## src/rtl/ppdu_framer.sv

```systemverilog
// IEEE 802.15.4 PPDU framer: preamble, SFD, PHR, payload and optional CRC-16/KERMIT FCS into the TX FIFO.
// Define FRAMER_FCS_EN to compute and append the FCS; undefined, the CPU supplies every PSDU byte.
module ppdu_framer #(
  parameter int unsigned  PREAMBLE_BYTES = 4,
  parameter logic [7:0]   SFD_VALUE      = 8'hA7,
  localparam int unsigned LEN_W          = 7,
  localparam int unsigned BYTE_W         = 8
) (
  input  logic              inClock,
  input  logic              inReset,
  input  logic              inStart,
  input  logic [LEN_W-1:0]  inLength,
  input  logic [BYTE_W-1:0] inPayloadData,
  input  logic              inPayloadValid,
  output logic              outPayloadReady,
  input  logic              inFull,
  output logic              outWriteEnable,
  output logic [BYTE_W-1:0] outData,
  output logic              outBusy,
  output logic              outDone,
  output logic              outLengthError
);

  localparam int unsigned CNT_W    = 7;
  localparam int unsigned CRC_W    = 16;
  localparam logic [CNT_W-1:0] PRE_LAST = CNT_W'(PREAMBLE_BYTES - 1);
`ifdef FRAMER_FCS_EN
  localparam logic [LEN_W-1:0] MIN_LEN      = LEN_W'(3);
  localparam logic [LEN_W-1:0] PAY_LAST_OFS = LEN_W'(3);
`else
  localparam logic [LEN_W-1:0] MIN_LEN      = LEN_W'(1);
  localparam logic [LEN_W-1:0] PAY_LAST_OFS = LEN_W'(1);
`endif

  typedef enum logic [2:0] {
    S_IDLE, S_PRE, S_SFD, S_PHR, S_PAY, S_FCS_LO, S_FCS_HI, S_DONE
  } state_t;

  state_t            state_q, state_d;
  logic [LEN_W-1:0]  len_q, len_d;
  logic [CNT_W-1:0]  cnt_q, cnt_d;
  logic              err_q, err_d;
  logic [CNT_W-1:0]  pay_last;
`ifdef FRAMER_FCS_EN
  logic [CRC_W-1:0]  crc_q, crc_d;

  // CRC-16/KERMIT, reflected polynomial, LSB of the byte first
  function automatic logic [CRC_W-1:0] crc_update(input logic [CRC_W-1:0] crc,
                                                   input logic [BYTE_W-1:0] data);
    logic [CRC_W-1:0] c;
    c = crc ^ {8'h00, data};
    for (int i = 0; i < 8; i++) begin
      c = c[0] ? ((c >> 1) ^ 16'h8408) : (c >> 1);
    end
    return c;
  endfunction
`endif

  assign pay_last = CNT_W'(len_q - PAY_LAST_OFS);

  always_ff @(posedge inClock or negedge inReset) begin
    if (!inReset) state_q <= S_IDLE;
    else          state_q <= state_d;
  end

  always_ff @(posedge inClock or negedge inReset) begin
    if (!inReset) begin
      len_q <= '0;
      cnt_q <= '0;
      err_q <= 1'b0;
`ifdef FRAMER_FCS_EN
      crc_q <= '0;
`endif
    end else begin
      len_q <= len_d;
      cnt_q <= cnt_d;
      err_q <= err_d;
`ifdef FRAMER_FCS_EN
      crc_q <= crc_d;
`endif
    end
  end

  // Next state plus the write decode; a byte advances only on an accepted write
  always_comb begin
    state_d         = state_q;
    len_d           = len_q;
    cnt_d           = cnt_q;
    err_d           = 1'b0;
`ifdef FRAMER_FCS_EN
    crc_d           = crc_q;
`endif
    outWriteEnable  = 1'b0;
    outData         = 8'h00;
    outPayloadReady = 1'b0;
    case (state_q)
      S_IDLE: begin
        if (inStart) begin
          if (inLength >= MIN_LEN) begin
            len_d   = inLength;
            cnt_d   = '0;
`ifdef FRAMER_FCS_EN
            crc_d   = '0;
`endif
            state_d = S_PRE;
          end else begin
            err_d = 1'b1;
          end
        end
      end
      S_PRE: begin
        outWriteEnable = !inFull;
        if (!inFull) begin
          if (cnt_q == PRE_LAST) begin
            cnt_d   = '0;
            state_d = S_SFD;
          end else begin
            cnt_d = cnt_q + CNT_W'(1);
          end
        end
      end
      S_SFD: begin
        outData        = SFD_VALUE;
        outWriteEnable = !inFull;
        if (!inFull) state_d = S_PHR;
      end
      S_PHR: begin
        outData        = {1'b0, len_q};
        outWriteEnable = !inFull;
        if (!inFull) state_d = S_PAY;
      end
      S_PAY: begin
        outData         = inPayloadData;
        outPayloadReady = !inFull;
        outWriteEnable  = !inFull && inPayloadValid;
        if (!inFull && inPayloadValid) begin
`ifdef FRAMER_FCS_EN
          crc_d = crc_update(crc_q, inPayloadData);
`endif
          if (cnt_q == pay_last) begin
            cnt_d = '0;
`ifdef FRAMER_FCS_EN
            state_d = S_FCS_LO;
`else
            state_d = S_DONE;
`endif
          end else begin
            cnt_d = cnt_q + CNT_W'(1);
          end
        end
      end
`ifdef FRAMER_FCS_EN
      S_FCS_LO: begin
        outData        = crc_q[7:0];
        outWriteEnable = !inFull;
        if (!inFull) state_d = S_FCS_HI;
      end
      S_FCS_HI: begin
        outData        = crc_q[15:8];
        outWriteEnable = !inFull;
        if (!inFull) state_d = S_DONE;
      end
`endif
      S_DONE:  state_d = S_IDLE;
      default: state_d = S_IDLE;
    endcase
  end

  assign outBusy        = (state_q != S_IDLE);
  assign outDone        = (state_q == S_DONE);
  assign outLengthError = err_q;

endmodule
```

## config.mk

```make
export PLATFORM = sky130hd
export DESIGN_NAME = ppdu_framer
export DESIGN_NICKNAME = d
export VERILOG_FILES = /design/src/rtl/ppdu_framer.sv
export SDC_FILE = /design/constraint.sdc
export NUM_CORES = 1
export LEC_CHECK = 0
export CAP_MARGIN = 20
export CORE_MARGIN = 5
export CORE_UTILIZATION = 49
export DETAILED_ROUTE_END_ITERATION = 10
export GPL_ROUTABILITY_DRIVEN = 0
export HOLD_SLACK_MARGIN = 0.03
export PLACE_DENSITY_LB_ADDON = 0.3
export RECOVER_POWER = 100
export SETUP_SLACK_MARGIN = 0.15
export SLEW_MARGIN = 20
export SYNTH_ARGS = -nofsm -noshare
export SYNTH_HDL_FRONTEND = slang
export SYNTH_SLANG_ARGS = --single-unit
```

## constraint.sdc

```tcl
create_clock -name inClock -period 2.4 [get_ports inClock]
set_input_delay 0.48 -clock inClock [delete_from_list [all_inputs] [get_ports inClock]]
set_output_delay 0.48 -clock inClock [all_outputs]
set_load 0.01 [all_outputs]
```

# --- Yosys cells after proc, flatten, opt, wreduce, memory -nomap -nowiden ---
# Index checks and enable logic that the tools add are counted.
op_classes:
  n_lt_le_gt_ge: 1
  addsub: 2
  n_reduce_logical: 9
  muxes: 22
  eq_ne: 15
op_table:
  columns: ["op", "n"]
  rows:
  - ["two-way mux 7 bit", 6]
  - ["two-way mux 3 bit", 8]
  - ["one-hot mux 8 bit (3 select lines)", 1]
  - ["one-hot mux 7 bit (3 select lines)", 1]
  - ["inequality test 2 bit (second input constant)", 8]
  - ["one-hot mux 3 bit (5 select lines)", 1]
  - ["AND reduction 8 bit", 1]
  - ["adder 7 x 1 -> 7 bit (second input constant)", 1]
  - ["equality test 7 x 2 -> 1 bit (second input constant)", 1]
  - ["equality test 7 bit", 1]
  - ["greater-or-equal comparator 7 x 1 -> 1 bit (second input constant)", 1]
  - ["subtractor 7 x 1 -> 7 bit (second input constant)", 1]
  - ["equality test 3 x 2 -> 1 bit (second input constant)", 2]
  - ["equality test 3 bit (second input constant)", 2]
  - ["nonzero test 3 bit", 2]
  - ["AND reduction 5 bit", 1]
  - ["two-way mux 1 bit", 4]
  - ["equality test 3 x 1 -> 1 bit (second input constant)", 1]
  - ["zero test 3 bit", 1]
  - ["AND reduction 3 bit", 1]
  - ["OR reduction 3 bit", 1]
  - ["one-hot mux 1 bit (2 select lines)", 1]
  - ["logical AND 1 bit", 1]
  - ["zero test 1 bit", 1]
totals:
  reg_bits: 18
  output_inout_bits: 13
  word_cells: 53
  in_bits: 20

# --- Logic depth before layout (Yosys ltp) ---
logic_depth:
  depth_word: 5
  ltp_mapped: 7
  ltp_nobuf: 7

# --- Worst setup path before layout ---
# OpenSTA, ideal clock, no wires.
synth_timing:
  kind: "register to register"
  from: "reg len_q[0]"
  to: "reg cnt_q[1]"
  synth_period_minus_slack_ns: 2.029
  arrival_time_ns: 1.898
  setup_time_ns: 0.132
  slack_ns: 0.371
  required_ns: 2.268
  n_path_buf: 0
  stages_incl_launch_ff: 8
  path_cell_list: "dfrtp_1 > inv_1 > ha_1 > inv_1 > or4b_1 > a311oi_2 > a31o_2 > a21oi_1"
synth_via:
  elab_chain_len: 5
synth_rtl:
  columns: ["item", "line_no", "rtl"]
  rows:
  - ["start: declaration", "40", "logic [LEN_W-1:0] len_q, len_d;"]
  - ["start signal: assignment", "75", "len_q <= len_d;"]
  - ["subtractor 7 x 1 -> 7 bit", "59", "assign pay_last = CNT_W'(len_q - PAY_LAST_OFS);"]
  - ["equality test 7 bit", "140", "if (cnt_q == pay_last) begin"]
  - ["two-way mux 7 bit", "140", null]
  - ["two-way mux 7 bit", "136", "if (!inFull && inPayloadValid) begin"]
  - ["one-hot mux 7 bit (3 select lines)", "96", "case (state_q)"]
  - ["end signal: assignment", "76", "cnt_q <= cnt_d;"]
  - ["end: declaration", "41", "logic [CNT_W-1:0] cnt_q, cnt_d;"]
# Every way passes these cells. The select of a mux whose other input is x is not followed.
# A chain may end at the register's enable or synchronous reset.

# --- Worst setup path after layout ---
layout_timing:
  from: "reg state_q[1]"
  to: "out outData[3]"
layout_via:
  elab_chain_len: 2
  word_cells_on_any_way: 4
  classes_between: "eq/ne: 3; mux: 1"
layout_rtl:
  columns: ["item", "line_no", "rtl"]
  rows:
  - ["start: declaration", "39", "state_t state_q, state_d;"]
  - ["start signal: assignment", "63", "else state_q <= state_d;"]
  - ["equality test 3 bit / equality test 3 x 2 -> 1 bit (equally long branches)", "96", null]
  - ["one-hot mux 8 bit (3 select lines) (*)", "96", null]
  - ["end: declaration", "18", "output logic [BYTE_W-1:0] outData,"]
# Every way passes the cells marked *; elsewhere a longest branch is shown, timed or not.

==> impl_metrics.ini <==
[grt]
antenna_found_initial = 0
grt_max_degree = 19
grt_pass1_vias = 1355
grt_pass1_wl_mm = 5.97
grt_overflow_total = 0
grt_use_total_pct = 20.7

[critical_path]
worstSetupPathType = reg2out
reg2reg_depth = 7
worst_setup_path_start_kind = flop
cp_data_arrival_time_ns = 1.81
end_kind = output port
slowest_delay_ns = 0.47
slowest_stage = clkdlybuf4s50_1
crit_path_max_fanout = 6
crit_required_ns = 1.92
crit_chain = inv_1, nor2_2, buf_4, a32o_1, clkdlybuf4s50_1

[power]
power_density_nw_per_um2 = 1160
internal_power_uw = 1150
p_switching_uw = 938
total_power_uw = 2080
leakage_uw = 0.000777
pwr-share-comb_pct = 66.1
pwr-share-clk_pct = 7.2
p_seq_share_pct = 26.7
vdd_ir_drop_max_v = 0.000819
swShare_pct = 45.0

[final_layout]
seqCellArea_um2 = 454
multi_input_area_um2 = 830
fin_cells = 228
final_nets = 222
diodes = 0
n_fill_cell = 201
area_delta_synth_final_pct = 36.8
final_layout_size_suffix_gt1_share_pct = 15.7

[status]
run_status = finished, final reports clean

[logic_synthesis]
ys_warn_count = 0
ys_types = 44
synth_top_cell_area_share_pct = 34.3
postSynthNetCount = 173
async_reset_ff_share_pct = 100
synth_flop_cell = dfrtp_1
synth_area_um2 = 1320
yosys-top-cells-area = dfrtp_1, xnor2_1, xor2_1
ys_ff_latch = 18
avgSynthCellArea_um2 = 8.71
syn_inst = 151
synth_edf_count = 0
synth_largest_area_cell = dfrtp_1
ys_seq_area_share_pct = 34.3

[run]
cap_violations = 0

[clock_network]
cts_max_level = 1
cts.clk_slew.worst_paths_ns = 0.11
hold_buffers = 0
clk_latency_ns = 0.29
cts_root_buf = clkbuf_4
clock_sinks = 18
numCtsBuffers = 3
cts_tree = built
cts_buffer_depth = 2

[sta]
max_freq_mhz = 436
hold_viol = 0
setup_violations = 0
fin_skew_ns = 0.0119
min_period_ns = 2.29
slew_viol_final = 0
fin_setup_tns_ns = 0
rsz0062_at_grt = true
slew_headroom_pct = 31.4
finalCritPeriodShare_pct = 95.6
worstMarginPinSlew_ns = 1.03

[drt]
routed_wl_mm = 3.59
drtIter0Drc = 82
post_drt_wl_per_cell_um = 15.8
vias_per_cell = 5.94
drc = 0
ant_nets = 0
via_count = 1354
dr.pass1.iters = 4

[floorplan]
rows = 18
fp.dieH_um = 61.8
core-area_um2 = 2520
die_x_um = 61.8
ioPinCount = 33
fp.dieArea_um2 = 3820
initial_core_util_pct = 52.1

[worst_hold_path]
hold_depth = 1
worstHoldPathType = reg2reg

[placed_design]
portBuffers = 32
dp_hpwl_mm = 2.78
numPlacedInstances = 219
## metrics by stage
stage,utilization [%],hold WS [ns],setup slack [ns],area (µm²)
finish,71.3,0.632,0.105,1800
global route,71.3,0.651,0.00811,1800
CTS,71.3,0.511,0.102,1800
detailed placement,68.4,0.600,0.0936,1730
global placement,68.4,0.599,0.194,1730
floorplan,-,0.184,0.371,1320
## final cells by class
cell class	count	share of cell area [%]
inverters	7	1.60
multi-input cells	122	46.1
flip-flops and latches	18	25.2
clock buffers	3	1.25
well taps	30	2.09
repair buffers	48	23.7
## critical path: cells and delay by family (launching register included)
family | cells | cell delay [ns]
buffers and inverters | 3 | 0.77
DFF | 1 | 0.45
AOI/OAI and AO/OA | 1 | 0.25
and+or+nand+nor | 1 | 0.07
## final timing paths
kind	startpoint	to	slack [ns]
max	state_q[1]	outData[3]	0.11
min	len_q[5]	len_q[5]	0.63
max reg2reg	len_q[0]	cnt_q[2]	0.13
min reg2reg	len_q[5]	len_q[5]	0.63
max in group asynchronous	inReset	state_q[1]	0.84
min in group asynchronous	inReset	state_q[2]	0.87
## synthesized netlist by cell type (2+ instances only)
library cell and number:
o211ai_1 5, o21ai_1 2, o21a_1 2, clkbuf_1 2, nand4_1 4, mux2_2 5
o21bai_1 2, a21oi_1 10, a22o_1 4, inv_1 7, nand3_1 3, nor2b_1 2
o21ai_0 5, xnor2_1 7, nor2_1 15, dfrtp_1 18, and3_1 5, a32o_1 3
nand2b_1 3, ha_1 2, nor3_1 5, nand2_1 11, xor2_1 7, nor4_1 2
## kinds of logic after synthesis
kind of cell / share of synthesized area, %
xor gates and xnor gates: 9.32
AOI/OAI and AO/OA: 23.3
buffers and inverters: 3.71
adders and majority gates: 1.90
and+or+nand+nor: 22.5
DFF: 34.3
muxes: 5.04
## registers in the layout (all words and copies together), names as in the netlist
signal,flops
cnt_q,7
len_q,7
outLengthError,1
state_q,3
## power by group through the flow
| stage | Combinational, µW | Clock (µW) | Sequential [µW] |
|---|---|---|---|
| CTS | 1380 | 154 | 548 |
| global placement | 1220 | 0 | 584 |
| detailed placement | 1270 | 0 | 591 |
| finish | 1380 | 150 | 557 |
| floorplan | 863 | 0 | 497 |
| global route | 1510 | 173 | 573 |
## cell usage in the layout (no fill, tap or decap), drive strengths merged, types with 3 or more instances in the layout
master and instances:
mux2 5, clkbuf 7, o21ai 7, nand4 4, buf 12, dfrtp 18, nand2b 3, xor2 7
xnor2 7, a32o 3, dlygate4sd2 4, a21oi 11, and3 5, clkdlybuf4s50 21, dlygate4sd3 4, nand2 11
inv 7, nand3 3, nor2 15, nor3 5, o211ai 5, a22o 4
## per-layer routing
metal | routed length (µm) | part of all wire [%] | vias up | track usage (%)
li1 | - | - | 655 | -
met2 | 1760 | 49 | 56 | 36.2
met4 | 36 | 1.0 | 0 | 6.36
met1 | 1560 | 43 | 637 | 25.8
met5 | 0 | 0 | - | 0
met3 | 229 | 6.4 | 6 | 3.72
## timing repair
action | in CTS | in global routing
endpoints found under the setup margin | 19 | 17
setup buffers | 6 | 0
resized for setup | 11 | 6
pin swaps | 2 | 2
(Power assumes the default switching activity.)
